<file path="config.mk">
export PLATFORM = sky130hd
export DESIGN_NAME = frame_validator
export DESIGN_NICKNAME = d
export VERILOG_FILES = /design/src/rtl/frame_pkg.sv /design/src/rtl/sat_counter8.sv /design/src/rtl/frame_validator.sv
export SDC_FILE = /design/constraint.sdc
export NUM_CORES = 1
export LEC_CHECK = 0
export ABC_AREA = 0
export BUFFER_PORTS_ARGS = -buffer_cell sky130_fd_sc_hd__buf_2
export CAP_MARGIN = 20
export CORE_MARGIN = 1.5
export CORE_UTILIZATION = 48
export DETAILED_ROUTE_END_ITERATION = 8
export PLACE_DENSITY = 0.75
export SYNTH_ARGS = -nofsm -noshare
export SYNTH_HDL_FRONTEND = slang
export SYNTH_SLANG_ARGS = --single-unit
export TNS_END_PERCENT = 50
</file>
<file path="constraint.sdc">
create_clock -name clock -period 2.09 [get_ports clock]
set_clock_uncertainty 0.05 [all_clocks]
set_input_delay 0.3135 -clock clock [delete_from_list [all_inputs] [get_ports clock]]
set_output_delay 0.3135 -clock clock [all_outputs]
set_load 0.01 [all_outputs]
</file>
<file path="src/rtl/frame_pkg.sv">
// rtl/frame_pkg.sv - shared encodings, widths and defaults for frame_validator
//
// Purpose: FSM state encoding, frame field widths, error-bit positions,
// default expected section values and the captured-frame record type.
package frame_pkg;

  localparam int PREAMBLE_W = 32;
  localparam int TYPE_W     = 16;
  localparam int CONST_W    = 32;
  localparam int ID_W       = 32;
  localparam int TEMP_W     = 16;
  localparam int STATE_W    = 8;

  localparam logic [2:0] ST_IDLE       = 3'd0;
  localparam logic [2:0] ST_CHECK      = 3'd1;
  localparam logic [2:0] ST_COMMIT     = 3'd2;
  localparam logic [2:0] ST_REJECT     = 3'd3;
  localparam logic [2:0] ST_WAIT_CLEAR = 3'd4;

  // Positions inside last_error = {preamble_bad, type_mismatch, constant_bad}
  localparam int ERR_PREAMBLE = 2;
  localparam int ERR_TYPE     = 1;
  localparam int ERR_CONSTANT = 0;

  localparam logic [PREAMBLE_W-1:0] DEF_EXP_PREAMBLE = 32'hAAAA_AAAA;
  localparam logic [CONST_W-1:0]    DEF_EXP_CONSTANT = 32'h0000_0000;

  typedef struct packed {
    logic [PREAMBLE_W-1:0] preamble;
    logic [TYPE_W-1:0]     type_1;
    logic [TYPE_W-1:0]     type_2;
    logic [CONST_W-1:0]    constant;
    logic [ID_W-1:0]       thermostat_id;
    logic [TEMP_W-1:0]     room_temp;
    logic [TEMP_W-1:0]     set_temp;
    logic [STATE_W-1:0]    state;
  } frame_t;

endpackage

</file>
<file path="src/rtl/sat_counter8.sv">
// rtl/sat_counter8.sv - 8-bit event counter that sticks at 255
//
// Ports: clock, reset_n (sync, active-low), enable (count one event),
//        count (current value, never wraps).
module sat_counter8 (
  input  logic       clock,
  input  logic       reset_n,
  input  logic       enable,
  output logic [7:0] count
);

  always_ff @(posedge clock) begin
    if (!reset_n) begin
      count <= 8'd0;
    end else if (enable && (count != 8'hFF)) begin
      count <= count + 8'd1;
    end
  end

endmodule

</file>
<file path="src/rtl/frame_validator.sv">
// rtl/frame_validator.sv - checks decoded thermostat frames and holds the last good one
//
// Inputs : clock, reset_n (sync, active-low), full (frame-complete level),
//          preamble, type_1, type_2, constant, thermostat_id, room_temp,
//          set_temp, state (decoded frame fields).
// Outputs: held_id, held_room_temp, held_set_temp, held_state (last good frame),
//          data_valid (held data fresh), new_frame (commit pulse),
//          good_count, bad_count (saturating), last_error (last reject reason).
module frame_validator
  import frame_pkg::*;
#(
  parameter logic [31:0] EXP_PREAMBLE   = DEF_EXP_PREAMBLE,
  parameter logic [31:0] EXP_CONSTANT   = DEF_EXP_CONSTANT,
  parameter int          TIMEOUT_CYCLES = 100_000_000
) (
  input  logic        clock,
  input  logic        reset_n,
  input  logic        full,
  input  logic [31:0] preamble,
  input  logic [15:0] type_1,
  input  logic [15:0] type_2,
  input  logic [31:0] constant,
  input  logic [31:0] thermostat_id,
  input  logic [15:0] room_temp,
  input  logic [15:0] set_temp,
  input  logic [7:0]  state,
  output logic [31:0] held_id,
  output logic [15:0] held_room_temp,
  output logic [15:0] held_set_temp,
  output logic [7:0]  held_state,
  output logic        data_valid,
  output logic        new_frame,
  output logic [7:0]  good_count,
  output logic [7:0]  bad_count,
  output logic [2:0]  last_error
);

  localparam int TW = (TIMEOUT_CYCLES > 1) ? $clog2(TIMEOUT_CYCLES) : 1;
  localparam logic [TW-1:0] TMO_LAST = TW'(TIMEOUT_CYCLES - 1);

  logic [2:0]    fsm_q, fsm_d;
  logic          full_q;
  logic          rise;
  frame_t        shadow;
  logic [2:0]    err_c, err_q;
  logic [TW-1:0] tmo_cnt;
  logic          capture, check_en, commit_en, reject_en;

  assign rise = full & ~full_q;

  // Error bits come from the shadow copy so late input changes cannot leak in.
  always_comb begin
    err_c               = 3'b000;
    err_c[ERR_PREAMBLE] = (shadow.preamble != EXP_PREAMBLE);
    err_c[ERR_TYPE]     = (shadow.type_1 != shadow.type_2);
    err_c[ERR_CONSTANT] = (shadow.constant != EXP_CONSTANT);
  end

  always_ff @(posedge clock) begin
    if (!reset_n) fsm_q <= ST_IDLE;
    else          fsm_q <= fsm_d;
  end

  always_comb begin
    fsm_d = fsm_q;
    case (fsm_q)
      ST_IDLE:       if (rise) fsm_d = ST_CHECK;
      ST_CHECK: begin
        // full dropping here means the decoder restarted: drop the frame silently
        if (!full)               fsm_d = ST_IDLE;
        else if (err_c == 3'b0)  fsm_d = ST_COMMIT;
        else                     fsm_d = ST_REJECT;
      end
      ST_COMMIT,
      ST_REJECT:     fsm_d = ST_WAIT_CLEAR;
      ST_WAIT_CLEAR: if (!full) fsm_d = ST_IDLE;
      default:       fsm_d = ST_IDLE;
    endcase
  end

  always_comb begin
    capture   = (fsm_q == ST_IDLE) && rise;
    check_en  = (fsm_q == ST_CHECK);
    commit_en = (fsm_q == ST_COMMIT);
    reject_en = (fsm_q == ST_REJECT);
  end

  always_ff @(posedge clock) begin
    if (!reset_n) begin
      full_q         <= 1'b0;
      shadow         <= '0;
      err_q          <= 3'b000;
      held_id        <= '0;
      held_room_temp <= '0;
      held_set_temp  <= '0;
      held_state     <= '0;
      new_frame      <= 1'b0;
      last_error     <= 3'b000;
      data_valid     <= 1'b0;
      tmo_cnt        <= '0;
    end else begin
      full_q    <= full;
      new_frame <= commit_en;
      if (capture) begin
        shadow <= '{preamble, type_1, type_2, constant,
                    thermostat_id, room_temp, set_temp, state};
      end
      if (check_en) err_q <= err_c;
      if (commit_en) begin
        held_id        <= shadow.thermostat_id;
        held_room_temp <= shadow.room_temp;
        held_set_temp  <= shadow.set_temp;
        held_state     <= shadow.state;
      end
      if (reject_en) last_error <= err_q;
      // A commit on the terminal cycle restarts the window instead of expiring it.
      if (commit_en) begin
        data_valid <= 1'b1;
        tmo_cnt    <= '0;
      end else if (data_valid) begin
        if (tmo_cnt == TMO_LAST) begin
          data_valid <= 1'b0;
          tmo_cnt    <= '0;
        end else begin
          tmo_cnt <= tmo_cnt + TW'(1);
        end
      end
    end
  end

  sat_counter8 u_good_count (
    .clock   (clock),
    .reset_n (reset_n),
    .enable  (commit_en),
    .count   (good_count)
  );

  sat_counter8 u_bad_count (
    .clock   (clock),
    .reset_n (reset_n),
    .enable  (reject_en),
    .count   (bad_count)
  );

endmodule

</file>
; Word-level counts from Yosys, hierarchy flattened
; Cells that the tools add are included.
[classes]
n_addsub = 3
n_eq_ne = 11
muxes = 9
bitwise = 3
reduce_logical = 9
[op_table]
columns = operator, count
row1 = "32-bit != test, second input constant", 1
row2 = 32-bit nonzero test, 1
row3 = "27-bit by 1-bit adder with 27-bit output, second input constant", 1
row4 = "27-bit == test, second input constant", 1
row5 = 27-bit 2-to-1 mux, 1
row6 = "8-bit by 1-bit adder with 8-bit output, second input constant", 2
row7 = 16-bit != test, 1
row8 = "8-bit != test, second input constant", 2
row9 = 3-bit one-hot mux with 4 select lines, 1
row10 = "3-bit by 2-bit == test with 1-bit output, second input constant", 2
row11 = 3-bit zero test, 2
row12 = 3-bit 2-to-1 mux, 2
row13 = 1-bit 2-to-1 mux, 4
row14 = "2-bit != test, second input constant", 2
row15 = 2-bit OR reduction, 2
row16 = "3-bit by 1-bit == test with 1-bit output, second input constant", 1
row17 = "3-bit == test, second input constant", 1
row18 = 1-bit logical AND, 3
row19 = 2-bit 2-to-1 mux, 1
row20 = 1-bit inverter, 2
row21 = 2-bit AND reduction, 1
row22 = 1-bit AND, 1
[word_totals]
reg_bits = 295
inputBits = 171
out_inout_bits = 93
wordCells = 56

; Logic depth before layout (Yosys ltp)
[logic_depth]
depth_word = 5
mapped_depth = 8
ltp_nobuf = 6

; By module
; Synthesis repeated with hierarchy kept, for this count alone.
[unflattened]
hier_cells = 1367
area_unflattened_um2 = 11648.7
[modules_own_cells]
columns = mod, n_inst, cells_per_inst, area_each_um2, seq_area_each_um2
row1 = frame_validator, 1, 1273, 10840.4, 5585.4
row2 = sat_counter8, 2, 47, 404.1, 160.2

; Worst setup path after synthesis
; No wires, ideal clock.
[synth_path]
path_kind = reg2reg
start = reg tmo_cnt[0]
end = reg tmo_cnt[5]
setup_time_ns = 0.115
arrival_time_ns = 2.053
required_time_ns = 1.925
setup_slack_ns = -0.127
stages_incl_launch_ff = 8
n_path_buf = 1
period_less_slack_ns = 2.217
path_cell_list = dfxtp_1 > ha_1 > nand4_1 > or4_1 > or4b_4 > o21bai_4 > buf_6 > nor2_1
[synth_via]
elab_chain_len = 2
elab_cells_between_ends = 3
classes_between = add/sub (1) / eq/ne (1) / mux (1)
[synth_lines]
columns = item, line
row1 = "start, declared", frame_validator.sv:46  ; logic [TW-1:0] tmo_cnt;
row2 = "start signal, assigned", frame_validator.sv:125  ; tmo_cnt <= tmo_cnt + TW'(1);
row3 = 27-bit by 1-bit adder with 27-bit output or 27-bit == test (tied branches), "frame_validator.sv:125, frame_validator.sv:121"
row4 = 27-bit 2-to-1 mux (*), frame_validator.sv:121  ; if (tmo_cnt == TMO_LAST) begin
; Every way passes the cells marked *; elsewhere a longest branch is shown, timed or not.
; A chain may end at the register's enable or synchronous reset.

; Worst setup path after layout
[layout_path]
start = reg tmo_cnt[1]
end = reg tmo_cnt[22]
; The elaborated chain is that of the path after synthesis.

==> key figures <==
Floorplanning
  – Chip width: 157.4 microns
  – Die height: 157.4 microns
  – Full die area: 24790 sq um
  – Core area: 23470 sq um
  – Initial Utilization: 48.78%
  – Row cnt: 56
  – IO Pins: 264

Timing
  – Post-layout minimum cycle time: 2086 ps
  – Hold Vio Cnt, Final: 0
  – Rel. slew slack: 56.13%
  – Max-slew violation count: 0
  – Worst slew pin tran: 656.6 ps
  – # setup viols final: 0
  – Final Cycle Share: 99.79%
  – Final Hold Slack: 32.62 ps
  – Fmax achieved: 0.4795 GHz
  – Final WS setup: 4.353 ps
  – RSZ-0062 raised after global routing: true

Drt
  – Initial drt markers: 565
  – Vias: 10630
  – WL/cell: 14.96 microns
  – Pre-Repair DR Iteration Count: 5
  – Antenna Nets Post-Route: 0
  – # DRC: 0
  – DR vias/cell: 5.087
  – Routed wire length: 31270 microns

Hold path
  – HP Class: in -> reg
  – Worst min-delay path startpoint: thermostat_id[5]
  – Worst hold stages: 3
  – Hold path endpoint: shadow[45]

Yosys
  – Area contributors post-synth: dfxtp_1 52%, nand2_1 16%, a21boi_0 16%, clkbuf_1 2.6%, xnor2_1 2.1%
  – Synth Flop Type: dfxtp_1
  – Number of flops mapped to enable cells by yosys: 0
  – Synth cell types: 40
  – Ys Warns: 0
  – Top cell type's share of synthesized area: 51.58%
  – Post-Syn Area: 11450 sq um
  – Sequential fraction of the synthesis area: 51.58%
  – Dominant cell type by area after synthesis: dfxtp_1
  – Cells after synthesis: 1343
  – Post-synthesis register bit count: 295
  – Syn nets: 1517
  – Syn Area/Cell: 8.525 sq um
  – FFs w/ async S/R, synth: 0%

Final layout
  – Core Util, Final: 67.21%
  – Syn-to-layout area delta: 37.79%
  – Count of nets after finishing: 1929
  – FF+latch area: 5908 sq um
  – Multi-input gate area: 5221 sq um
  – Most frequent cells in the layout: 502 x nand2_1, 293 x dfxtp_1, 262 x buf_2, 244 x a21boi_0, 166 x dlygate4sd3_1
  – Layout cells sized above 1: 19.89%
  – Filler Cell Count: 1731
  – Most common cell after layout, fill and taps aside: nand2_1

Global routing
  – Grt total ovfl: 0
  – Total GRT Usage: 24.60%
  – Initial antenna violation count: 1
  – Largest net degree at the start of global routing: 84
  – Vias in the first global route: 10540
  – First-pass GRT wire length: 49870 microns

Critical path
  – Critical-path maximum fanout: 19
  – CP Capture Type: register
  – Highest-delay cell along the critical path: or4b_4
  – CP max stage delay: 550 ps
  – Arrival time worst endpoint: 2450 ps
  – CP Launch Type: register
  – Reg2reg start: tmo_cnt[1]
  – Crit Path Class: reg -> reg
  – WP data required: 2450 ps
  – Worst reg-to-reg path cell count: 7
  – Crit path cell chain: ha_4 > nand4_1 > or4_1 > or4b_4 > o21bai_4 > buf_12 > nor2_1
  – Reg2Reg Capture Point: tmo_cnt[22]
  – Reg2reg setup slack: 4 ps

Run
  – Max Cap Viol: 0

Power and ir drop
  – Worst IR drop on VDD: 619.4 uV
  – PD cells: 760.2 nW/um^2
  – Leak pwr: 6.391 nW

Placement
  – IO buf count: 263
  – Pre-CTS setup slack: -13.65 ps
  – Placer Congestion: 0.7771
  – DP HPWL: 17880 microns

CTS
  – Max Root-Sink Buffers: 3
  – Clk sink count: 295
  – Worst-skew pair later-pin latency: 530 ps
  – CTS Buf Count: 29
  – CTS tree: yes
  – CTS Root Cell: clkbuf_16
  – Clock slew at reported path FFs: 60 ps
  – Clock H-tree levels: 1

Run status
  – Status: finished clean
-- cells by family after synthesis --
group	after synthesis	share of synthesized area (%)
AND/OR/NAND/NOR	640	23.64
flip-flops	295	51.58
AO/OA/AOI/OAI	259	16.99
buffers and inverters	89	3.060
XOR/XNOR	53	4.054
multiplexers	4	0.3497
adder cells (fa/ha/maj)	3	0.3279
-- worst max-delay path, delay by kind of cell, from the launching register on --
| family | cells | cell delay [ps] |
|---|---|---|
| and+or+nand+nor | 4 | 1110 |
| DFF | 1 | 350 |
| AOI/OAI and AO/OA | 1 | 170 |
| buffers and inverters | 1 | 170 |
| adders and majority gates | 1 | 130 |
-- where the power goes --
group | internal (mW) | switching [mW] | total [mW] | leakage (nW)
clock network | 2.69 | 2.05 | 4.74 | 0.418
logic | 0.646 | 0.617 | 1.26 | 3.57
registers | 5.86 | 0.131 | 5.99 | 2.40
-- stage by stage --
step           cells  power, mW  area [sq um]  TNS [ps]
2_1_floorplan   1343      6.677         11460         0
3_3_place_gp    1877      7.062         13260         0
3_5_place_dp    1877      7.087         13260    -146.7
4_1_cts         2087      12.07         15750    -131.3
5_1_grt         2090      12.49         15780     -2343
6_report        2090      11.99         15780         0
-- cell type report --
type / count / share of cell area (%)
clock inverter: 4 / 0.1269
multi-input combinational: 959 / 33.10
antenna: 1 / 0.01586
tap: 319 / 2.530
timing repair buffer: 468 / 21.51
clock buffer: 42 / 5.226
sequential: 295 / 37.45
inverter: 2 / 0.04759
-- state kept, by name, indices dropped and copies added (netlist names) --
name / flops
data_valid: 1
err_q: 3
fsm_q: 3
full_q: 1
held_id: 32
held_room_temp: 16
held_set_temp: 16
held_state: 8
last_error: 3
new_frame: 1
shadow: 168
tmo_cnt: 27
u_bad_count.count: 8
u_good_count.count: 8
-- cells in the mapped netlist (all sizes together) (3+ instances only) --
master  instances
and4            3
nor2b           7
nand3          15
and3            7
a21oi           4
or3             4
nor2           33
a21boi        244
nand2         502
nor3            5
and2           13
buf             7
clkbuf         80
o211a           3
o21ai           4
nand4          23
ha              3
nor4bb          8
mux2i           4
xor2           26
nor4           11
dfxtp         295
xnor2          27
-- metal layers --
| layer | global-route usage [%] | vias to the layer above | wire, microns |
|---|---|---|---|
| li1 | - | 5221 | - |
| met1 | 28.51 | 4978 | 12800 |
| met2 | 44.14 | 339 | 15430 |
| met3 | 4.956 | 94 | 1829 |
| met4 | 10.02 | 0 | 1210 |
| met5 | 0 | - | 0 |
-- timing repair --
item,4_1_cts,5_1_grt
setup buffers,0,0
pin swaps,3,0
cloned,0,0
hold buffers,164,2
gates resized for setup,1,0
endpoints found under the hold margin,164,2
endpoints found under the setup margin,26,27
-- worst max-delay path by stage --
stage / cells after the start / slack, ps / from / endpoint
after floorplan: 7 / 5 / tmo_cnt[1] / tmo_cnt[5]
after global placement: 7 / 1 / tmo_cnt[1] / tmo_cnt[22]
after detailed placement: 7 / -10 / tmo_cnt[1] / tmo_cnt[22]
after CTS: 7 / -20 / tmo_cnt[1] / tmo_cnt[22]
after global routing: 7 / -120 / tmo_cnt[0] / tmo_cnt[22]
final: 7 / 4 / tmo_cnt[1] / tmo_cnt[22]
No activity file was read; power rests on OpenSTA's default activity.
